[src/rtl/datapath_pipe.sv]
// datapath_pipe: two-stage pipelined register-file datapath with FU, const/load muxes,
// registered flags and a one-entry writeback stage.
// Parameters:
//   WIDTH  data width (default 8)
//   RA_W   register address width; the file holds 2^(RA_W+1) registers (default 3)
// Ports:
//   clk, rst_n           clock, asynchronous active-low reset
//   in_valid             issue the control word this cycle
//   DA/AA/BA, TD/TA/TB   destination / A / B register addresses and bank bits
//   RW, MB, MD, FS       write enable, B-const select, load select, function select
//   const_in, data_in    constant operand and load data
//   A_data, B_data       operands read this cycle (after bypass), combinational
//   result, V/C/N/Z      registered D value and flags of the last issued word
//   out_valid            result/flags belong to the word issued last cycle
// Define DATAPATH_BYPASS_EN to build writeback-to-read forwarding on both read ports.
module datapath_pipe #(
   parameter int WIDTH = 8,
   parameter int RA_W  = 3
) (
   input  logic             clk,
   input  logic             rst_n,
   input  logic             in_valid,
   input  logic [RA_W-1:0]  DA,
   input  logic [RA_W-1:0]  AA,
   input  logic [RA_W-1:0]  BA,
   input  logic             TD,
   input  logic             TA,
   input  logic             TB,
   input  logic             RW,
   input  logic             MB,
   input  logic             MD,
   input  logic [3:0]       FS,
   input  logic [WIDTH-1:0] const_in,
   input  logic [WIDTH-1:0] data_in,
   output logic [WIDTH-1:0] A_data,
   output logic [WIDTH-1:0] B_data,
   output logic [WIDTH-1:0] result,
   output logic             out_valid,
   output logic             V,
   output logic             C,
   output logic             N,
   output logic             Z
);

   localparam int NREG = 2 ** (RA_W + 1);
   localparam int MSB  = WIDTH - 1;

   logic [WIDTH-1:0] rf [NREG];

   logic [RA_W:0]    addr_a;
   logic [RA_W:0]    addr_b;
   logic [RA_W:0]    addr_d;

   logic             wb_valid;
   logic             wb_rw;
   logic [RA_W:0]    wb_addr;
   logic [WIDTH-1:0] wb_d;

   logic [WIDTH-1:0] op_b;
   logic [WIDTH-1:0] add_y;
   logic             add_ci;
   logic [WIDTH:0]   sum;
   logic [WIDTH-1:0] fu;
   logic             fu_c;
   logic             fu_v;
   logic [WIDTH-1:0] d_mux;

   assign addr_a = {TA, AA};
   assign addr_b = {TB, BA};
   assign addr_d = {TD, DA};

   // Operand read, optionally forwarding the value WB writes this cycle.
`ifdef DATAPATH_BYPASS_EN
   logic wb_wr;
   assign wb_wr  = wb_valid & wb_rw;
   assign A_data = (wb_wr && wb_addr == addr_a) ? wb_d : rf[addr_a];
   assign B_data = (wb_wr && wb_addr == addr_b) ? wb_d : rf[addr_b];
`else
   assign A_data = rf[addr_a];
   assign B_data = rf[addr_b];
`endif

   assign op_b = MB ? const_in : B_data;

   // FS 0-7 share one adder: A + y + ci.
   always_comb begin
      add_y  = '0;
      add_ci = 1'b0;
      unique case (FS[2:0])
         3'd1: add_ci = 1'b1;
         3'd2: add_y  = op_b;
         3'd3: begin
            add_y  = op_b;
            add_ci = 1'b1;
         end
         3'd4: add_y  = ~op_b;
         3'd5: begin
            add_y  = ~op_b;
            add_ci = 1'b1;
         end
         3'd6: add_y  = '1;
         default: ;
      endcase
   end

   assign sum = {1'b0, A_data} + {1'b0, add_y}
              + {{WIDTH{1'b0}}, add_ci};

   always_comb begin
      fu   = A_data;
      fu_c = 1'b0;
      fu_v = 1'b0;
      if (!FS[3]) begin
         fu   = sum[MSB:0];
         fu_c = sum[WIDTH];
         // Overflow: like-signed inputs giving an opposite-signed sum.
         fu_v = (A_data[MSB] == add_y[MSB])
              & (sum[MSB] != A_data[MSB]);
      end else begin
         unique case (FS[2:0])
            3'd0: fu = A_data & op_b;
            3'd1: fu = A_data | op_b;
            3'd2: fu = A_data ^ op_b;
            3'd3: fu = ~A_data;
            3'd5: begin
               fu   = op_b >> 1;
               fu_c = op_b[0];
            end
            3'd6: begin
               fu   = op_b << 1;
               fu_c = op_b[MSB];
            end
            default: fu = op_b;
         endcase
      end
   end

   assign d_mux = MD ? data_in : fu;

   // The WB data register doubles as the visible result.
   assign result    = wb_d;
   assign out_valid = wb_valid;

   always_ff @(posedge clk or negedge rst_n) begin
      if (!rst_n) begin
         for (int i = 0; i < NREG; i++) rf[i] <= '0;
         wb_valid <= 1'b0;
         wb_rw    <= 1'b0;
         wb_addr  <= '0;
         wb_d     <= '0;
         V        <= 1'b0;
         C        <= 1'b0;
         N        <= 1'b0;
         Z        <= 1'b0;
      end else begin
         if (wb_valid && wb_rw) rf[wb_addr] <= wb_d;
         wb_valid <= in_valid;
         if (in_valid) begin
            wb_rw   <= RW;
            wb_addr <= addr_d;
            wb_d    <= d_mux;
            V       <= fu_v;
            C       <= fu_c;
            N       <= fu[MSB];
            Z       <= (fu == '0);
         end
      end
   end

endmodule

[config.mk]
export PLATFORM = sky130hd
export DESIGN_NAME = datapath_pipe
export DESIGN_NICKNAME = d
export VERILOG_FILES = /design/src/rtl/datapath_pipe.sv
export SDC_FILE = /design/constraint.sdc
export NUM_CORES = 1
export LEC_CHECK = 0
export ABC_AREA = 1
export BUFFER_PORTS_ARGS = -buffer_cell sky130_fd_sc_hd__buf_2
export CORE_MARGIN = 5
export CORE_UTILIZATION = 35
export DETAILED_ROUTE_END_ITERATION = 8
export GPL_TIMING_DRIVEN = 0
export SYNTH_ARGS = -nofsm -noshare
export SYNTH_HDL_FRONTEND = slang
export SYNTH_SLANG_ARGS = --single-unit
export TNS_END_PERCENT = 30
[constraint.sdc]
create_clock -name clk -period 3.5 [get_ports clk]
set_input_delay 1.05 -clock clk [delete_from_list [all_inputs] [get_ports clk]]
set_output_delay 1.05 -clock clk [all_outputs]
set_load 0.01 [all_outputs]
## Yosys cells after proc, flatten, opt, wreduce, memory -nomap -nowiden

Index checks and enable logic that the tools add are counted.

- Register bits after elaboration: 146
- Input bits: 38
- Output and inout bits: 29
- Logic and storage cells: 72

- Multiplexer cells: 18
- $add $sub $neg: 2
- Order comparisons: 4
- Reductions and logical operators: 7
- Equality and inequality tests: 8
- Bitwise operators: 9

Operators by type and width:

| operator | count |
|---|---|
| 128-bit bitwise mux | 1 |
| 8-bit binary-select mux with 4-bit select | 2 |
| 8-bit 2-to-1 mux | 8 |
| 8-bit case mux with 6 select lines | 1 |
| 8-bit demux with 4-bit select | 1 |
| 8-bit case mux with 3 select lines | 1 |
| 8-bit NOT | 2 |
| 5-bit >= comparator (second input constant) | 3 |
| 4-bit NOT with 5-bit output | 3 |
| 8-bit by 8-bit adder with 9-bit output | 1 |
| 9-bit by 1-bit adder with 9-bit output | 1 |
| 3-bit == test (second input constant) | 3 |
| 8-bit bitwise AND | 1 |
| 8-bit zero test | 1 |
| 8-bit OR | 1 |
| 8-bit XOR | 1 |
| 3-bit by 2-bit == test with 1-bit output (second input constant) | 2 |
| 5-bit by 1-bit less-than comparator with 1-bit output (second input constant) | 1 |
| 2-bit OR reduction | 2 |
| 3-bit by 1-bit == test with 1-bit output (second input constant) | 1 |
| 3-bit zero test | 1 |
| 1-bit 2-to-1 mux | 3 |
| 3-bit OR reduction | 1 |
| 1-bit logical AND | 2 |
| other kinds (4) | 4 |

## Logic depth before layout (Yosys ltp)

- Word-level depth: 12
- Depth in mapped cells: 27
- Depth with buffers taken out: 25

## Least setup slack after synthesis

OpenSTA, ideal clock, no wires.

- Kind: in2reg
- Start point: input port BA[0]
- End point: register wb_d[6] (netlist: result[6])
- Buffers on the path: 3
- Cell stages on the path: 25
- Arrival: 3.781 ns
- Required time: 3.367 ns
- Library setup time: 0.133 ns
- Setup slack: -0.414 ns
- Path through: buf_6 > buf_12 > buf_6 > o211ai_2 > nand3_1 > nand3_1 > nand3_2 > nand2_4 > inv_2 > nand2_1 > nand3_1 > fa_1 > fa_1 > nand3_1 > nand2_1 > nand2_1 > nand2_1 > a21oi_1 > nand2_1 > nand2_1 > nor2_1 > a21oi_2 > nand2_1 > o211ai_1 > o21ai_0

- Word-level cells in the longest chain between the ends: 11
- Elaborated cells between the ends (all ways): 15
- Those cells by class: 2 x add/sub; 8 x mux; 5 x bitwise

Ends and longest elaborated chain:

| what | line | text |
|---|---|---|
| from (decl) | 25 | `input logic [RA_W-1:0] BA,` |
| 4-bit NOT with 5-bit output (implied by the code) * | 80 | `assign B_data = rf[addr_b];` |
| 8-bit binary-select mux with 4-bit select * | 80 |  |
| 8-bit 2-to-1 mux (implied by the code) * (2 in series) | 80 |  |
| 8-bit 2-to-1 mux * | 83 | `assign op_b = MB ? const_in : B_data;` |
| 8-bit NOT | 96, 98 |  |
| 8-bit case mux with 3 select lines | 89 | `unique case (FS[2:0])` |
| 8-bit by 8-bit adder with 9-bit output | 106 | `assign sum = {1'b0, A_data} + {1'b0, add_y}` |
| 9-bit by 1-bit adder with 9-bit output | 107 | `+ {{WIDTH{1'b0}}, add_ci};` |
| 8-bit 2-to-1 mux * | 113 | `if (!FS[3]) begin` |
| 8-bit 2-to-1 mux * | 138 | `assign d_mux = MD ? data_in : fu;` |
| to (signal assigned) | 161 | `wb_d <= d_mux;` |
| to (decl) | 57 | `logic [WIDTH-1:0] wb_d;` |

Mark *: on every way between the ends. The rest lies on a longest branch, timed or not. The select of a mux whose other input is x is not followed.
A chain may end at the register's enable or synchronous reset.

## Final worst setup path

- Start point: input port TB
- End point: register wb_d[4] (netlist: result[4])

- Word-level cells in the longest chain between the ends: 11
- Elaborated cells between the ends (all ways): 15
- Those cells by class: 2 x add/sub; 8 x mux; 5 x bitwise

Ends and longest elaborated chain:

| what | line | text |
|---|---|---|
| from (decl) | 28 | `input logic TB,` |
| 4-bit NOT with 5-bit output (implied by the code) * | 80 |  |
| 8-bit binary-select mux with 4-bit select * | 80 |  |
| 8-bit 2-to-1 mux (implied by the code) * (2 in series) | 80 |  |
| 8-bit 2-to-1 mux * | 83 |  |
| 8-bit NOT | 96, 98 |  |
| 8-bit case mux with 3 select lines | 89 |  |
| 8-bit by 8-bit adder with 9-bit output | 106 |  |
| 9-bit by 1-bit adder with 9-bit output | 107 |  |
| 8-bit 2-to-1 mux * | 113 |  |
| 8-bit 2-to-1 mux * | 138 |  |

Marked as above.

==> results.json <==
{
  "outcome": "complete, but fails checks",
  "yosysTopAreaCell": "dfrtp_1",
  "p_leak_uw": 0.00570,
  "drc_errors": 0,
  "coreArea_um2": 27600,
  "worstHoldPathType": "flip-flop to flip-flop",
  "setup_slack_ns": -0.231,
  "dieArea_um2": 31200,
  "synthArstFlopShare_pct": 100,
  "syn_avg_cell_area_um2": 7.02,
  "failed_checks": "negative setup slack",
  "vias": 10100,
  "grt_usage_pct": 24.7,
  "antenna_found_initial": 0,
  "finalSetupViolations": 11,
  "synth_enable_flop_cells": 0,
  "synth_sequential_area_ratio_pct": 37.6,
  "crit_family": "buffers and inverters",
  "place.gp.congestion": 0.997,
  "synth_area_leaders": "dfrtp_1 (38%), nand2_1 (15%), nand3_1 (10%)",
  "rsz0062_at_grt": "yes",
  "postLayoutCellArea_um2": 11700,
  "synth_ff_type": "dfrtp_1",
  "post-dp-hpwl_um": 29300,
  "path_clk_slew_ns": 0.07,
  "reg2reg_from": "rf[56]",
  "drive_gt1_share_pct": 18.5,
  "cts_buffer_depth": 2,
  "cp_common_cell": "buf_4",
  "tns_ns": -1.17,
  "port-buffer-count": 59,
  "synth_fp_nets": 1449,
  "die_h_um": 177,
  "crit_path_start_kind": "input pin",
  "syn-cell-area_um2": 9720,
  "fin_crit_ns": 3.73,
  "cp.arrival_ns": 4.02,
  "hold_viol": 0,
  "initial_core_util_pct": 35.2,
  "timing.critical_path.buf_inv": 7,
  "htree_num_levels": 4,
  "end_kind": "flip-flop",
  "wl_per_cell_um": 20.8,
  "dr.pass1.iters": 6,
  "finClkSkew_ns": 0.00894,
  "grt_pass1_wl_um": 58300,
  "pwr_density_cell_nw_per_um2": 535,
  "synthDominantCellAreaShare_pct": 37.6,
  "yosysWarnings": 0,
  "maxCapViolCount": 0,
  "tightest_slew_ns": 0.885,
  "nNetsFinal": 1544,
  "vdd_drop_max_uv": 311,
  "startpoint": "TB",
  "cp_data_required_time_ns": 3.79,
  "grt_max_degree": 92,
  "layout_commonest_cell": "nand2_1",
  "min-delay-start": "wb_rw",
  "tritoncts": "built",
  "fmax_mhz": 268,
  "drv_slew": 0,
  "ys_ff_latch": 146,
  "wirelength_um": 38900,
  "ant_nets": 0,
  "drt-initial-drc-count": 1166,
  "via_per_inst": 5.38,
  "crit_fanout": 9,
  "crit_chain": "buf_2 > clkinvlp_4 > buf_4 > nand3_1 > nand3_4 > nand2_4 > inv_1 > nand2_1 > nand3_2 > ha_4 > nand3_2 > nand2_2 > nand2_2 > buf_4 > buf_4 > buf_4 > nand2_1 > nor2_1 > a21oi_2 > nand2_1 > o211ai_1 > o21ai_1",
  "slowest_stage": "buf_2",
  "gr-total-overflow": 0,
  "cts_root_buf": "clkbuf_16",
  "mostFrequentLayoutCells": "nand2_1 (384), nand3_1 (172), o21ai_0 (161)",
  "place_area_um2": 10500,
  "postSynthCellCount": 1386,
  "slowest_delay_ns": 0.36,
  "maxSlewHeadroom_pct": 41.0,
  "fin_crit_sh_pct": 107,
  "die_w_um": 177,
  "cts-buffers-inserted": 17,
  "numClockSinks": 146,
  "critical_path_class": "input pin to flip-flop",
  "clock_latency_ns": 0.43,
  "std_cell_rows": 61,
  "ioPinCount": 67,
  "syn2layout_area_growth_pct": 20.7,
  "synthDistinctLibCells": 38,
  "grt_pass1_vias": 9400,
  "fillers": 2917,
  "n_antenna_cell": 0,
  "postCtsHoldBufs": 0
}
worst reg2reg max path, stage by stage, from the launching register on:
cell and delay [ns]:
dfrtp_1 0.42, or2_1 0.24, nand3_1 0.08, nand3_2 0.10, nand3_4 0.14, nand3_4 0.09, nand2_4 0.11, inv_4 0.04
nand2_2 0.05, nand3_2 0.07, fa_2 0.38, fa_2 0.36, nand3_2 0.08, nand2_2 0.06, nand2_2 0.08, nand2_2 0.06
a21oi_2 0.14, nand2_1 0.06, nand2_1 0.07, nor2_2 0.04, a21oi_2 0.17, nand2_1 0.07, o211ai_1 0.09, o21ai_1 0.08
final timing paths:
kind,endpoint,slack (ns),cells past startpoint
worst min register to register,wb_rw,0.48,2
worst min-delay path,wb_rw,0.48,2
worst max register to register,result[6],0.28,23
worst max-delay path,result[4],-0.23,22
min in group asynchronous,wb_addr[1],0.59,1
max in group asynchronous,rf[26],2.08,2
synth_stat cells, types with 2 or more instances:
library cell	number
a21oi_1	33
a21oi_2	6
buf_2	31
buf_4	4
buf_6	12
clkbuf_1	32
dfrtp_1	146
fa_1	2
ha_1	23
inv_1	151
inv_2	7
nand2_1	398
nand2_2	6
nand3_1	194
nand3_2	18
nor2_1	53
nor2_2	5
nor3_1	9
o211ai_1	37
o211ai_2	9
o21ai_0	166
o21ai_1	4
o22ai_1	5
or2_0	2
or2_1	11
or2_2	9
xor2_1	2
power by group:
| part | leakage [uW] | internal, uW | switching, uW |
|---|---|---|---|
| logic | 0.00348 | 674 | 1300 |
| registers | 0.00192 | 2090 | 296 |
| clock network | 0.000300 | 1090 | 835 |
timing repair:
item                       4_1_cts  5_1_grt
gates resized for setup         49       62
buffers inserted                11        5
hold endpoints to repair         0        0
setup endpoints to repair       20       21
pin swaps                       19       26
sequential cells by signal, indices dropped and copies added, names as in the netlist:
signal,cells
C,1
rf,128
wb_rw,1
out_valid,1
result,8
wb_addr,4
V,1
N,1
Z,1
cells by family (layout without fill, tap and decap cells):
family                     count (synthesis)  after routing  share of synthesized area [%]
adders and majority gates                 25             25                           3.37
and+or+nand+nor                          711            711                           32.5
DFF                                      146            146                           37.6
buffers and inverters                    240            348                           10.9
AOI/OAI and AO/OA                        261            261                           15.4
xor gates and xnor gates                   3              3                          0.270
area by class of cell:
class	count	area [um^2]	share of cell area (%)
clock buffer	17	425	3.62
clock inverter	15	190	1.62
inverter	159	611	5.20
multi-input combinational	1000	5370	45.7
timing repair buffer	76	449	3.83
tap	378	473	4.03
buffer	81	572	4.87
sequential	146	3650	31.1
layer usage:
metal | wire length, um | GRT usage (%) | share of wire, %
met1 | 16900 | 34.1 | 43
met2 | 17100 | 38.1 | 44
met3 | 3040 | 4.10 | 7.8
met4 | 1970 | 11.3 | 5.1
met5 | 0 | 0 | 0
metrics by stage:
stage / setup slack, ns / instances / hold WS, ns / util [%] / total power, uW
floorplan: -0.246 / 1386 / 0.442 / - / 3510
global placement: -1.05 / 1823 / 0.457 / 38.1 / 4180
detailed placement: -1.05 / 1824 / 0.462 / 38.2 / 4220
CTS: -0.266 / 1867 / 0.480 / 41.3 / 6200
global route: -0.341 / 1872 / 0.504 / 42.5 / 6660
finish: -0.231 / 1872 / 0.481 / 42.5 / 6280
Power figures use the tool's default switching activity.
